<file path="src/rtl/key_event_conditioner.sv">
// Push-button conditioner: sync, debounce, edge pulse, priority arbiter.
// Optional auto-repeat on up/down keys under `ifdef KEY_AUTO_REPEAT_EN.
module key_event_conditioner #(
  parameter logic [15:0] DEBOUNCE_CYCLES = 16'd50000,
  parameter logic [23:0] REPEAT_DELAY    = 24'd6000000,
  parameter logic [23:0] REPEAT_PERIOD   = 24'd1500000
) (
  input  logic       i_clk,
  input  logic       i_rst,
  input  logic [3:0] i_key_n,
  output logic       o_select,
  output logic       o_back,
  output logic       o_up,
  output logic       o_down,
  output logic [3:0] o_held,
  output logic       o_drop
);

  localparam logic [1:0] REL       = 2'd0;
  localparam logic [1:0] PRESS_CHK = 2'd1;
  localparam logic [1:0] HELD      = 2'd2;
  localparam logic [1:0] REL_CHK   = 2'd3;

  logic [3:0] sync1;
  logic [3:0] sync2;
  logic [3:0] s_key;
  logic [3:0] press_evt;
  logic [3:0] rpt_evt;
  logic [3:0] evt;
  logic [3:0] win;
  logic       drop;

  always_ff @(posedge i_clk or posedge i_rst) begin
    if (i_rst) begin
      sync1 <= 4'hF;
      sync2 <= 4'hF;
    end else begin
      sync1 <= i_key_n;
      sync2 <= sync1;
    end
  end

  assign s_key = ~sync2;

  for (genvar k = 0; k < 4; k++) begin : g_key
    logic [1:0]  st;
    logic [15:0] cnt;

    assign press_evt[k] = (st == PRESS_CHK) && s_key[k] &&
                          (cnt == DEBOUNCE_CYCLES);
    // HELD and REL_CHK both have st[1] set
    assign o_held[k] = st[1];

    always_ff @(posedge i_clk or posedge i_rst) begin
      if (i_rst) begin
        st  <= REL;
        cnt <= 16'd0;
      end else begin
        unique case (st)
          REL: begin
            if (s_key[k]) begin
              st  <= PRESS_CHK;
              cnt <= 16'd1;
            end else begin
              cnt <= 16'd0;
            end
          end
          PRESS_CHK: begin
            if (!s_key[k]) begin
              st  <= REL;
              cnt <= 16'd0;
            end else if (cnt == DEBOUNCE_CYCLES) begin
              st  <= HELD;
              cnt <= 16'd0;
            end else if (cnt != 16'hFFFF) begin
              cnt <= cnt + 16'd1;
            end
          end
          HELD: begin
            if (!s_key[k]) begin
              st  <= REL_CHK;
              cnt <= 16'd1;
            end
          end
          REL_CHK: begin
            if (s_key[k]) begin
              st  <= HELD;
              cnt <= 16'd0;
            end else if (cnt == DEBOUNCE_CYCLES) begin
              st  <= REL;
              cnt <= 16'd0;
            end else if (cnt != 16'hFFFF) begin
              cnt <= cnt + 16'd1;
            end
          end
        endcase
      end
    end

`ifdef KEY_AUTO_REPEAT_EN
    if (k < 2) begin : g_rpt
      logic [23:0] rcnt;
      logic        first;
      logic [23:0] limit;

      assign limit      = first ? REPEAT_DELAY : REPEAT_PERIOD;
      assign rpt_evt[k] = st[1] && (rcnt == limit);

      // Timer keeps running through a REL_CHK bounce back to HELD
      always_ff @(posedge i_clk or posedge i_rst) begin
        if (i_rst) begin
          rcnt  <= 24'd0;
          first <= 1'b1;
        end else if (st[1]) begin
          if (rcnt == limit) begin
            rcnt  <= 24'd1;
            first <= 1'b0;
          end else if (rcnt != 24'hFFFFFF) begin
            rcnt <= rcnt + 24'd1;
          end
        end else begin
          rcnt  <= press_evt[k] ? 24'd1 : 24'd0;
          first <= 1'b1;
        end
      end
    end else begin : g_norpt
      assign rpt_evt[k] = 1'b0;
    end
`else
    assign rpt_evt[k] = 1'b0;
`endif
  end

`ifndef KEY_AUTO_REPEAT_EN
  logic unused_rpt_cfg;
  assign unused_rpt_cfg = ^{REPEAT_DELAY, REPEAT_PERIOD};
`endif

  assign evt  = press_evt | rpt_evt;
  assign drop = |(evt & (evt - 4'd1));

  // back > select > up > down
  always_comb begin
    win = 4'b0000;
    priority case (1'b1)
      evt[2]:  win[2] = 1'b1;
      evt[3]:  win[3] = 1'b1;
      evt[1]:  win[1] = 1'b1;
      evt[0]:  win[0] = 1'b1;
      default: win = 4'b0000;
    endcase
  end

  always_ff @(posedge i_clk or posedge i_rst) begin
    if (i_rst) begin
      o_select <= 1'b0;
      o_back   <= 1'b0;
      o_up     <= 1'b0;
      o_down   <= 1'b0;
      o_drop   <= 1'b0;
    end else begin
      o_select <= win[3];
      o_back   <= win[2];
      o_up     <= win[1];
      o_down   <= win[0];
      o_drop   <= drop;
    end
  end

endmodule

</file>
<file path="config.mk">
export PLATFORM = sky130hd
export DESIGN_NAME = key_event_conditioner
export DESIGN_NICKNAME = d
export VERILOG_FILES = /design/src/rtl/key_event_conditioner.sv
export SDC_FILE = /design/constraint.sdc
export NUM_CORES = 1
export LEC_CHECK = 0
export ABC_AREA = 1
export ABC_CLOCK_PERIOD_IN_PS = 6250
export CAP_MARGIN = 20
export CORE_UTILIZATION = 30
export DETAILED_ROUTE_END_ITERATION = 10
export SYNTH_ARGS = -nofsm -noshare
export SYNTH_HDL_FRONTEND = slang
export SYNTH_SLANG_ARGS = --single-unit
</file>
<file path="constraint.sdc">
create_clock -name i_clk -period 6.25 [get_ports i_clk]
set_input_delay 1.875 -clock i_clk [delete_from_list [all_inputs] [get_ports i_clk]]
set_output_delay 1.875 -clock i_clk [all_outputs]
set_load 0.005 [all_outputs]
</file>
# Word level (Yosys, flattened, before mapping)
# Cells that the tools add are included.
classes:
  n_addsub: 5
  eq_ne: 36
  n_mux: 66
  bitwise_logic: 2
  reduce_logical: 17
ops:
  columns: ["op", "count"]
  rows:
  - ["$mux W16", 20]
  - ["$pmux W16 S4", 4]
  - ["$add A16 B1 Y16 const B", 4]
  - ["$eq A16 B16 Y1 const B", 4]
  - ["$ne A16 B16 Y1 const B", 4]
  - ["$mux W2", 24]
  - ["$pmux W2 S4", 4]
  - ["$eq A2 B2 Y1 const B", 8]
  - ["$ne A2 B2 Y1 const B", 8]
  - ["$reduce_and A4 Y1", 4]
  - ["$mux W1", 14]
  - ["$ne A3 B2 Y1 const B", 4]
  - ["$ne A3 B3 Y1 const B", 4]
  - ["$eq A2 B1 Y1 const B", 4]
  - ["$logic_and A1 B1 Y1", 8]
  - ["$logic_not A2 Y1", 4]
  - ["$and A4 B4 Y4", 1]
  - ["$not A4 Y4", 1]
  - ["$reduce_or A4 Y1", 1]
  - ["$sub A4 B1 Y4 const B", 1]
totals:
  regBits: 85
  inputBits: 6
  output_inout_bits: 9
  wordCells: 141

# Depth between registers and ports, before layout
# Gate-level depths: netlist of the first run.
depth:
  ltp_word: 7
  mapped_depth: 12
  mapped_depth_nobuf: 12

# Least setup slack after synthesis of the first run
# No wires, ideal clock.
synth_path:
  path_kind: "register -> output"
  from: "register (tool-made name)"
  to: "output o_held[3]"
  t_arrival_ns: 0.549
  t_required_ns: 4.375
  setup_slack_ns: 3.826
  stages_incl_launch_ff: 2
  n_path_buf: 1
  cell_sequence: "dfrtp_1 -> buf_4"
synth_rtl:
  columns: ["item", "line_no", "text"]
  rows:
  - ["end: declaration", "15", "output logic [3:0] o_held,"]

==> flow_metrics.py, run 1 <==
metrics = {
    "sta": {
        "period_share_pct": 51.3,
        "tns_ps": 0,
        "finalSetupViolCount": 0,
        "rsz0062_at_grt": "no",
        "finClkSkew_ps": 5.72,
        "clock.fmax_mhz": 312,
        "fin_crit_ps": 3200,
        "hold_violations": 0,
        "slew_violations": 0,
        "tightest_slew_ps": 812,
        "slew_headroom_pct": 45.9,
    },
    "worst_setup_path": {
        "critPathSlowestCell": "clkdlybuf4s50_1",
        "path_cells": "clkdlybuf4s50_1",
        "cp_slowest_stage_delay_ps": 540,
        "critical_path_buf_inv_count": 1,
        "crit_path_max_fanout": 5,
        "critPathArrivalTime_ps": 1330,
        "end_kind": "output port",
        "start_kind": "flop",
        "ff2ff_path_depth": 12,
        "critical-path-top-delay-family": "buffers and inverters",
        "worstPathRequired_ps": 4380,
        "critPathKind": "reg2out",
        "critical_path_cell_count": 1,
    },
    "layout": {
        "area_growth_pct": 13.2,
        "antenna_cells": 0,
        "drive_gt1_share_pct": 11.5,
        "fin_area_mm2": 0.00612,
        "num-fill-cells": 1843,
        "stdcell_count": 1032,
        "nets": 816,
    },
    "cts": {
        "clock_latency_ps": 350,
        "cts.repair.resized": 0,
        "cts_buffer_depth": 2,
        "cts_root_buf": "clkbuf_16",
        "cts_tree": "done",
        "holdBufCountCts": 0,
        "cts_made_buffers": 9,
        "htreeDepth": 3,
        "postCtsSetupRepairBufs": 0,
        "clock-sinks": 85,
        "cts.reportedPaths.clkPinSlew_ps": 70,
    },
    "pwr": {
        "leakagePower_nw": 2.76,
        "p_total_mw": 1.63,
        "power.density_mw_per_mm2": 266,
        "irDropWorstVdd_mv": 0.205,
    },
    "status": {
        "outcome": "completed",
    },
    "global_routing": {
        "grt-ovfl-total": 0,
        "antenna_found_initial": 0,
        "grt_pass1_wl_um": 20900,
        "grt_max_degree": 66,
        "grt_pass1_vias": 4594,
        "grt_usage_pct": 14.2,
    },
    "worst_hold_path": {
        "hold_depth": 0,
        "worstHoldPathType": "reg2reg",
    },
    "logic_synthesis": {
        "synthXorXnorAreaFrac_pct": 1.13,
        "yosys.area_share.simple_pct": 41.5,
        "synth_compound_area_share_pct": 6.36,
        "avgSynthCellArea_um2": 6.93,
        "synth_edf_count": 0,
        "synth.most_common_cell": "nand2_1",
        "synthAdderAreaFrac_pct": 1.85,
        "yosys_warnings": 0,
        "synth_ff_type": "dfrtp_1",
        "muxShareOfSynthArea_pct": 0,
        "synth_area_leader_cell": "dfrtp_1",
        "synth_top_area_share_pct": 35.6,
        "synthTopCellsByArea": "dfrtp_1, nand2_1, inv_1",
        "ys_seq_elements": 85,
        "synth_cell_types": 34,
        "ys_async_sr_fraction_pct": 100,
        "synth_top_family_by_area": "simple AND/OR/NAND/NOR gates",
        "ys_seq_area_share_pct": 39.5,
        "synth_area_mm2": 0.00541,
        "synth_nets": 794,
        "synth_commonest_cells": "nand2_1, inv_1, nor2_1, dfrtp_1, nand3_1",
        "syn_inst": 780,
    },
    "drt": {
        "wl_um": 11800,
        "via_per_inst": 4.66,
        "wl_per_cell_um": 11.4,
        "ant_nets": 0,
        "met1Wirelength_um": 5810,
        "drt_iter0_drc": 303,
        "drc": 0,
        "met3_wirelength_um": 488,
        "num_vias": 4814,
        "drtPass1Iterations": 5,
        "topRoutingLayerUsed": "met4",
        "dr_wl_met2_um": 5270,
    },
    "run": {
        "drv_cap": 0,
    },
    "floorplan": {
        "num_io_pins": 15,
        "start_util_pct": 30.9,
        "dieWidth_um": 136,
        "die_area_mm2": 0.0186,
        "die_h_um": 136,
        "coreArea_mm2": 0.0175,
        "row_count": 48,
    },
    "placement": {
        "place_hpwl_um": 8750,
        "place.gp.congestion": 0.847,
        "postPlaceCellArea_mm2": 0.00581,
        "dp_cells": 1016,
        "io_buffers": 14,
    },
}
placed cells by master (no fill, tap or decap), types with 9 or more instances in the layout:
cell and instances:
nor3_1 20, clkbuf_16 9, inv_1 119, o21ai_0 30
clkdlybuf4s50_1 14, o21ai_1 14, nor2_2 16, inv_2 10
nand2_1 194, nand3_1 67, nand2_2 16, dfrtp_1 77
nand4_1 28, a21oi_1 15, nor2_1 115
worst paths after layout:
check | to | slack, ps | startpoint
setup / recovery | o_held[3] | 3050 | flop
hold / removal | sync2[0] | 360 | sync1[0]
setup reg to reg | g_key[2].cnt[13] | 4510 | g_key[2].cnt[0]
hold reg to reg | sync2[0] | 360 | sync1[0]
max in group asynchronous | sync2[1] | 3370 | i_rst
min in group asynchronous | o_drop | 2050 | i_rst
cell type report:
| class | count | area (um^2) | area share [%] |
|---|---|---|---|
| Multi-Input combinational cell | 560 | 2750 | 44.9 |
| Sequential cell | 85 | 2140 | 34.9 |
| Inverter | 131 | 497 | 8.12 |
| Tap cell | 225 | 282 | 4.60 |
| Clock buffer | 10 | 239 | 3.90 |
| Timing Repair Buffer | 15 | 148 | 2.41 |
| Clock inverter | 6 | 71.3 | 1.17 |
routing by layer:
metal | track usage [%] | vias up
met5 | 0 | -
met4 | 5.56 | 0
met3 | 3.36 | 19
met2 | 22.6 | 73
met1 | 18.5 | 2212
li1 | - | 2510
kinds of logic (layout without fill, tap and decap cells):
kind of cell / after synthesis / in the layout
and+or+nand+nor: 480 / 480
buffers and inverters: 135 / 162
DFF: 85 / 85
AOI/OAI and AO/OA: 65 / 65
adders and majority gates: 8 / 8
xor gates and xnor gates: 7 / 7
where the power goes:
group / leakage, nW / internal (mW) / total [mW] / switching [mW]
combinational: 1.48 / 0.137 / 0.410 / 0.273
sequential: 1.13 / 0.596 / 0.657 / 0.0608
clock: 0.151 / 0.324 / 0.562 / 0.238
total: 2.76 / 1.06 / 1.63 / 0.571
sequential cells by signal (all words and copies together) (netlist names), named ones only:
| register | count |
|---|---|
| g_key.cnt | 64 |
| g_key.st | 4 |
| o_back | 1 |
| o_down | 1 |
| o_drop | 1 |
| o_select | 1 |
| o_up | 1 |
| sync1 | 4 |
| sync2 | 4 |
stage by stage:
| step | setup WS [ps] | hold slack [ps] | util [%] |
|---|---|---|---|
| after floorplan | 2190 | 345 | - |
| final | 3050 | 356 | 35.0 |
| after CTS | 3020 | 357 | 35.0 |
| after global routing | 2980 | 359 | 35.0 |
| after detailed placement | 2890 | 347 | 33.2 |
| after global placement | 2890 | 347 | 33.2 |
(Power assumes the default switching activity.)
==> run 2, diff against run 1 <==
--- a/config.mk
+++ b/config.mk
@@ -6,7 +6,7 @@
 export NUM_CORES = 1
 export LEC_CHECK = 0
 export ABC_AREA = 1
-export ABC_CLOCK_PERIOD_IN_PS = 6250
+export ABC_CLOCK_PERIOD_IN_PS = 2600
 export CAP_MARGIN = 20
 export CORE_UTILIZATION = 30
 export DETAILED_ROUTE_END_ITERATION = 10
==> constraint.sdc (replaced) <==
create_clock -name i_clk -period 2.6 [get_ports i_clk]
set_input_delay 0.78 -clock i_clk [delete_from_list [all_inputs] [get_ports i_clk]]
set_output_delay 0.78 -clock i_clk [all_outputs]
set_load 0.005 [all_outputs]
==> run 2 against run 1 <==
Compared with the run above: global-route usage down 0.074 points; critical endpoint is now o_held[2]; sequential power up 140%; clock power rose to 2.5 times the previous value; combinational power up 140%; count of clock-buffer cells in the layout up 3; largest power group unchanged; critical path type unchanged; register-to-register slack worse by 3600 ps.
==> flow_metrics.py, run 2 (synthesis gave the netlist of run 1 again) <==
metrics = {
    "sta": {
        "tns_ps": 0,
        "slew_violations": 0,
        "tightest_slew_ps": 460,
        "setup_slack_ps": 507,
        "finalSetupViolCount": 0,
        "clock.fmax_mhz": 478,
        "fin_crit_ps": 2090,
        "finClkSkew_ps": 8.66,
        "hold_violations": 0,
        "rsz0062_at_grt": "no",
        "period_share_pct": 80.5,
        "slew_headroom_pct": 69.4,
    },
    "worst_hold_path": {
        "hold_depth": 0,
        "hold_path_end": "sync2[1]",
        "worstHoldPathType": "reg2reg",
        "hp-start": "sync1[1]",
    },
    "cts": {
        "cts_root_buf": "clkbuf_16",
        "holdBufCountCts": 0,
        "postCtsSetupRepairBufs": 0,
        "cts_tree": "done",
        "cts.reportedPaths.clkPinSlew_ps": 60,
        "htreeDepth": 3,
        "cts_buffer_depth": 2,
        "clock_latency_ps": 350,
        "cts.repair.resized": 0,
        "clock-sinks": 85,
        "cts_made_buffers": 9,
    },
    "layout": {
        "nets": 816,
        "largest_reg_flops": 64,
        "stdcell_count": 1032,
        "top_register": "g_key.cnt",
        "final_util_pct": 35.2,
        "final_common_cell": "nand2_1",
        "num-fill-cells": 1854,
        "mostFrequentLayoutCells": "nand2_1, inv_1, nor2_1, dfrtp_1, nand3_1",
        "antenna_cells": 0,
        "area_growth_pct": 13.7,
        "drive_gt1_share_pct": 11.3,
    },
    "floorplan": {
        "die_area_mm2": 0.0186,
        "num_io_pins": 15,
        "row_count": 48,
        "dieWidth_um": 136,
        "coreArea_mm2": 0.0175,
        "die_h_um": 136,
        "start_util_pct": 30.9,
    },
    "worst_setup_path": {
        "critical-path-top-delay-family": "buffers and inverters",
        "worstPathRequired_ps": 1820,
        "rrSetupSlack_ps": 890,
        "critPathKind": "reg2out",
        "path_cells": "clkdlybuf4s50_1",
        "critPathArrivalTime_ps": 1310,
        "end_kind": "output port",
        "regToRegStartpoint": "g_key[2].cnt[0]",
        "cp_slowest_stage_delay_ps": 530,
        "worstReg2RegEnd": "g_key[2].cnt[13]",
        "critPathSlowestCell": "clkdlybuf4s50_1",
        "critical_path_buf_inv_count": 1,
        "ff2ff_path_depth": 12,
        "start_kind": "flop",
        "crit_path_max_fanout": 5,
    },
    "drt": {
        "num_vias": 4811,
        "drtPass1Iterations": 5,
        "ant_nets": 0,
        "via_per_inst": 4.66,
        "drc": 0,
        "drt_iter0_drc": 370,
        "wl_um": 11700,
        "wl_per_cell_um": 11.4,
    },
    "pwr": {
        "irDropWorstVdd_mv": 0.506,
        "leakagePower_nw": 2.77,
        "power.density_mw_per_mm2": 648,
    },
    "placement": {
        "io_buffers": 14,
        "dp_cells": 1016,
        "place.gp.congestion": 0.884,
        "dp_slack_ps": 867,
        "place_hpwl_um": 8620,
    },
    "global_routing": {
        "grt_pass1_wl_um": 20800,
        "grt-ovfl-total": 0,
        "grt_pass1_vias": 4494,
        "grt_usage_pct": 14.1,
        "antenna_found_initial": 0,
        "grt_max_degree": 86,
    },
    "status": {
        "outcome": "completed",
    },
    "run": {
        "drv_cap": 0,
    },
}
run 2: final cells by class:
| type | instances | area [um^2] | share of cell area (%) |
|---|---|---|---|
| Clock buffer | 13 | 260 | 4.23 |
| Clock inverter | 3 | 67.6 | 1.10 |
| Inverter | 131 | 498 | 8.09 |
| Multi-Input combinational cell | 560 | 2750 | 44.7 |
| Sequential cell | 85 | 2140 | 34.7 |
| Tap cell | 225 | 282 | 4.58 |
| Timing Repair Buffer | 15 | 160 | 2.60 |
run 2: stage by stage:
step	total power [mW]	hold slack (ps)	cell area, um^2
global route	4.27	357	6150
CTS	4.05	356	6150
detailed placement	2.60	347	5820
global placement	2.60	346	5820
finish	3.99	355	6150
floorplan	2.35	345	5410
run 2: metal layers:
metal  part of all wire [%]  up-vias  GRT usage, %
met5                      0        -             0
met4                    1.1        0          4.88
met3                    3.9       11          4.10
met2                     46       74          22.4
met1                     49     2223          18.2
li1                       -     2503             -
run 2: report_power, final:
part	internal, mW	total, mW	switching, mW	leakage (nW)
Sequential	1.43	1.58	0.146	1.13
Clock	0.895	1.42	0.526	0.156
Combinational	0.333	0.988	0.656	1.48
Total	2.66	3.99	1.33	2.77
run 2: worst max-delay path by stage:
stage                     startpoint                    endpoint  slack [ps]  depth (start not counted)
after floorplan                i_rst  asynchronous set/reset pin         850                          1
after global placement          flop                   o_held[1]         880                          1
after detailed placement        flop                   o_held[2]         870                          1
after CTS                       flop                   o_held[2]         490                          1
after global routing            flop                   o_held[2]         400                          1
final                           flop                   o_held[2]         510                          1
==> run 3, diff against run 2 <==
--- a/config.mk
+++ b/config.mk
@@ -6,7 +6,7 @@
 export NUM_CORES = 1
 export LEC_CHECK = 0
 export ABC_AREA = 1
-export ABC_CLOCK_PERIOD_IN_PS = 2600
+export ABC_CLOCK_PERIOD_IN_PS = 2000
 export CAP_MARGIN = 20
 export CORE_UTILIZATION = 30
 export DETAILED_ROUTE_END_ITERATION = 10
==> constraint.sdc (replaced) <==
create_clock -name i_clk -period 2 [get_ports i_clk]
set_input_delay 0.6 -clock i_clk [delete_from_list [all_inputs] [get_ports i_clk]]
set_output_delay 0.6 -clock i_clk [all_outputs]
set_load 0.005 [all_outputs]
==> run 3 against run 2 <==
Compared with the run above: non-clock buffer count up 2; combinational power is 31% higher; cell count is 0.19% higher; power is 23% higher; clock skew rose by 0.52 ps; global-route usage is essentially flat; flip-flop and latch count is the same; register-to-register slack worse by 590 ps.
==> flow_metrics.py, run 3 (synthesis gave the netlist of run 1 again) <==
metrics = {
    "worst_setup_path": {
        "crit_path_max_fanout": 5,
        "end_kind": "output port",
        "cp_slowest_stage_delay_ps": 540,
        "critical-path-top-delay-family": "buffers and inverters",
        "critPathKind": "reg2out",
        "critical_path_buf_inv_count": 1,
        "start_kind": "flop",
        "path_cells": "clkdlybuf4s50_1",
        "critPathSlowestCell": "clkdlybuf4s50_1",
        "worstPathRequired_ps": 1400,
        "critPathArrivalTime_ps": 1310,
    },
    "placement": {
        "postPlaceCellArea_mm2": 0.00585,
        "io_buffers": 14,
        "place.gp.congestion": 0.875,
        "dp_slack_ps": 299,
        "place_hpwl_um": 9140,
    },
    "cts": {
        "cts_tree": "done",
        "cts_made_buffers": 9,
        "holdBufCountCts": 0,
        "clock-sinks": 85,
        "cts_root_buf": "clkbuf_16",
        "postCtsSetupRepairBufs": 0,
        "clock_latency_ps": 340,
        "cts_buffer_depth": 2,
        "htreeDepth": 3,
        "cts.reportedPaths.clkPinSlew_ps": 60,
        "cts.repair.resized": 0,
    },
    "worst_hold_path": {
        "worstHoldPathType": "reg2reg",
    },
    "floorplan": {
        "num_io_pins": 15,
        "start_util_pct": 30.9,
        "row_count": 48,
        "die_h_um": 136,
        "dieWidth_um": 136,
        "die_area_mm2": 0.0186,
        "coreArea_mm2": 0.0175,
    },
    "pwr": {
        "irDropWorstVdd_mv": 0.510,
        "pwr-share-clk_pct": 32.2,
        "p_sw_mw": 1.70,
        "p_total_mw": 4.91,
        "combPwrFrac_pct": 26.2,
        "p_seq_share_pct": 41.7,
        "leakagePower_nw": 2.76,
        "swShare_pct": 34.7,
        "power.density_mw_per_mm2": 801,
        "intPower_mw": 3.21,
    },
    "global_routing": {
        "grt_pass1_vias": 4514,
        "grt_pass1_wl_um": 21000,
        "antenna_found_initial": 0,
        "grt-ovfl-total": 0,
        "grt_usage_pct": 14.2,
        "grt_max_degree": 34,
    },
    "layout": {
        "nets": 818,
        "num-fill-cells": 1845,
        "antenna_cells": 0,
        "top_register": "g_key.cnt",
        "final_common_cell": "nand2_1",
        "drive_gt1_share_pct": 11.5,
        "fin_area_mm2": 0.00613,
        "area_growth_pct": 13.4,
        "mostFrequentLayoutCells": "nand2_1, inv_1, nor2_1, dfrtp_1, nand3_1",
        "largest_reg_flops": 64,
    },
    "sta": {
        "rsz0062_at_grt": "no",
        "hold_violations": 0,
        "tns_ps": 0,
        "fin_crit_ps": 1910,
        "slew_headroom_pct": 72.5,
        "period_share_pct": 95.7,
        "slew_violations": 0,
        "setup_slack_ps": 85.0,
        "finalSetupViolCount": 0,
        "finClkSkew_ps": 9.18,
        "tightest_slew_ps": 409,
        "clock.fmax_mhz": 522,
        "whs_ps": 355,
    },
    "drt": {
        "wl_um": 11800,
        "wl_per_cell_um": 11.5,
        "drtPass1Iterations": 4,
        "ant_nets": 0,
        "drt_iter0_drc": 251,
        "drc": 0,
        "via_per_inst": 4.58,
        "num_vias": 4738,
    },
    "run": {
        "drv_cap": 0,
    },
    "status": {
        "outcome": "completed",
    },
}
[run 3: area by class of cell]
type	count	area, um^2	share of cell area (%)
Sequential cell	85	2140	34.9
Clock buffer	13	260	4.24
Multi-Input combinational cell	560	2750	44.8
Tap cell	225	282	4.59
Clock inverter	3	20.0	0.326
Timing Repair Buffer	17	188	3.06
Inverter	131	498	8.12
[run 3: metrics by stage]
stage	util, %	std cells
final	35.1	1034
after global routing	35.1	1034
after CTS	35.1	1034
after detailed placement	33.5	1018
after global placement	33.5	1018
after floorplan	-	780
[run 3: path summary, 6_finish.rpt]
path	cells past startpoint	slack (ps)	end	start
max	1	90	o_held[2]	flop
min	0	360	sync2[3]	sync1[3]
max reg2reg	12	300	g_key[2].cnt[13]	g_key[2].cnt[0]
min reg2reg	0	360	sync2[3]	sync1[3]
max in group asynchronous	3	850	sync2[0]	i_rst
min in group asynchronous	2	600	o_back	i_rst
[run 3: per-layer routing]
layer / wire, um / global-route usage [%] / part of all wire, % / up-vias
li1: - / - / - / 2511
met3: 419 / 3.73 / 3.5 / 13
met1: 5830 / 18.7 / 49 / 2156
met2: 5450 / 22.8 / 46 / 58
met5: 0 / 0 / 0 / -
met4: 136 / 3.89 / 1.1 / 0
[run 3: power by group through the flow]
stage | Combinational [mW] | Clock (mW) | Sequential (mW)
4_1_cts | 1.31 | 1.65 | 2.05
2_1_floorplan | 1.01 | 0 | 2.04
3_5_place_dp | 1.30 | 0 | 2.08
3_3_place_gp | 1.30 | 0 | 2.08
5_1_grt | 1.49 | 1.71 | 2.08
6_report | 1.29 | 1.58 | 2.05
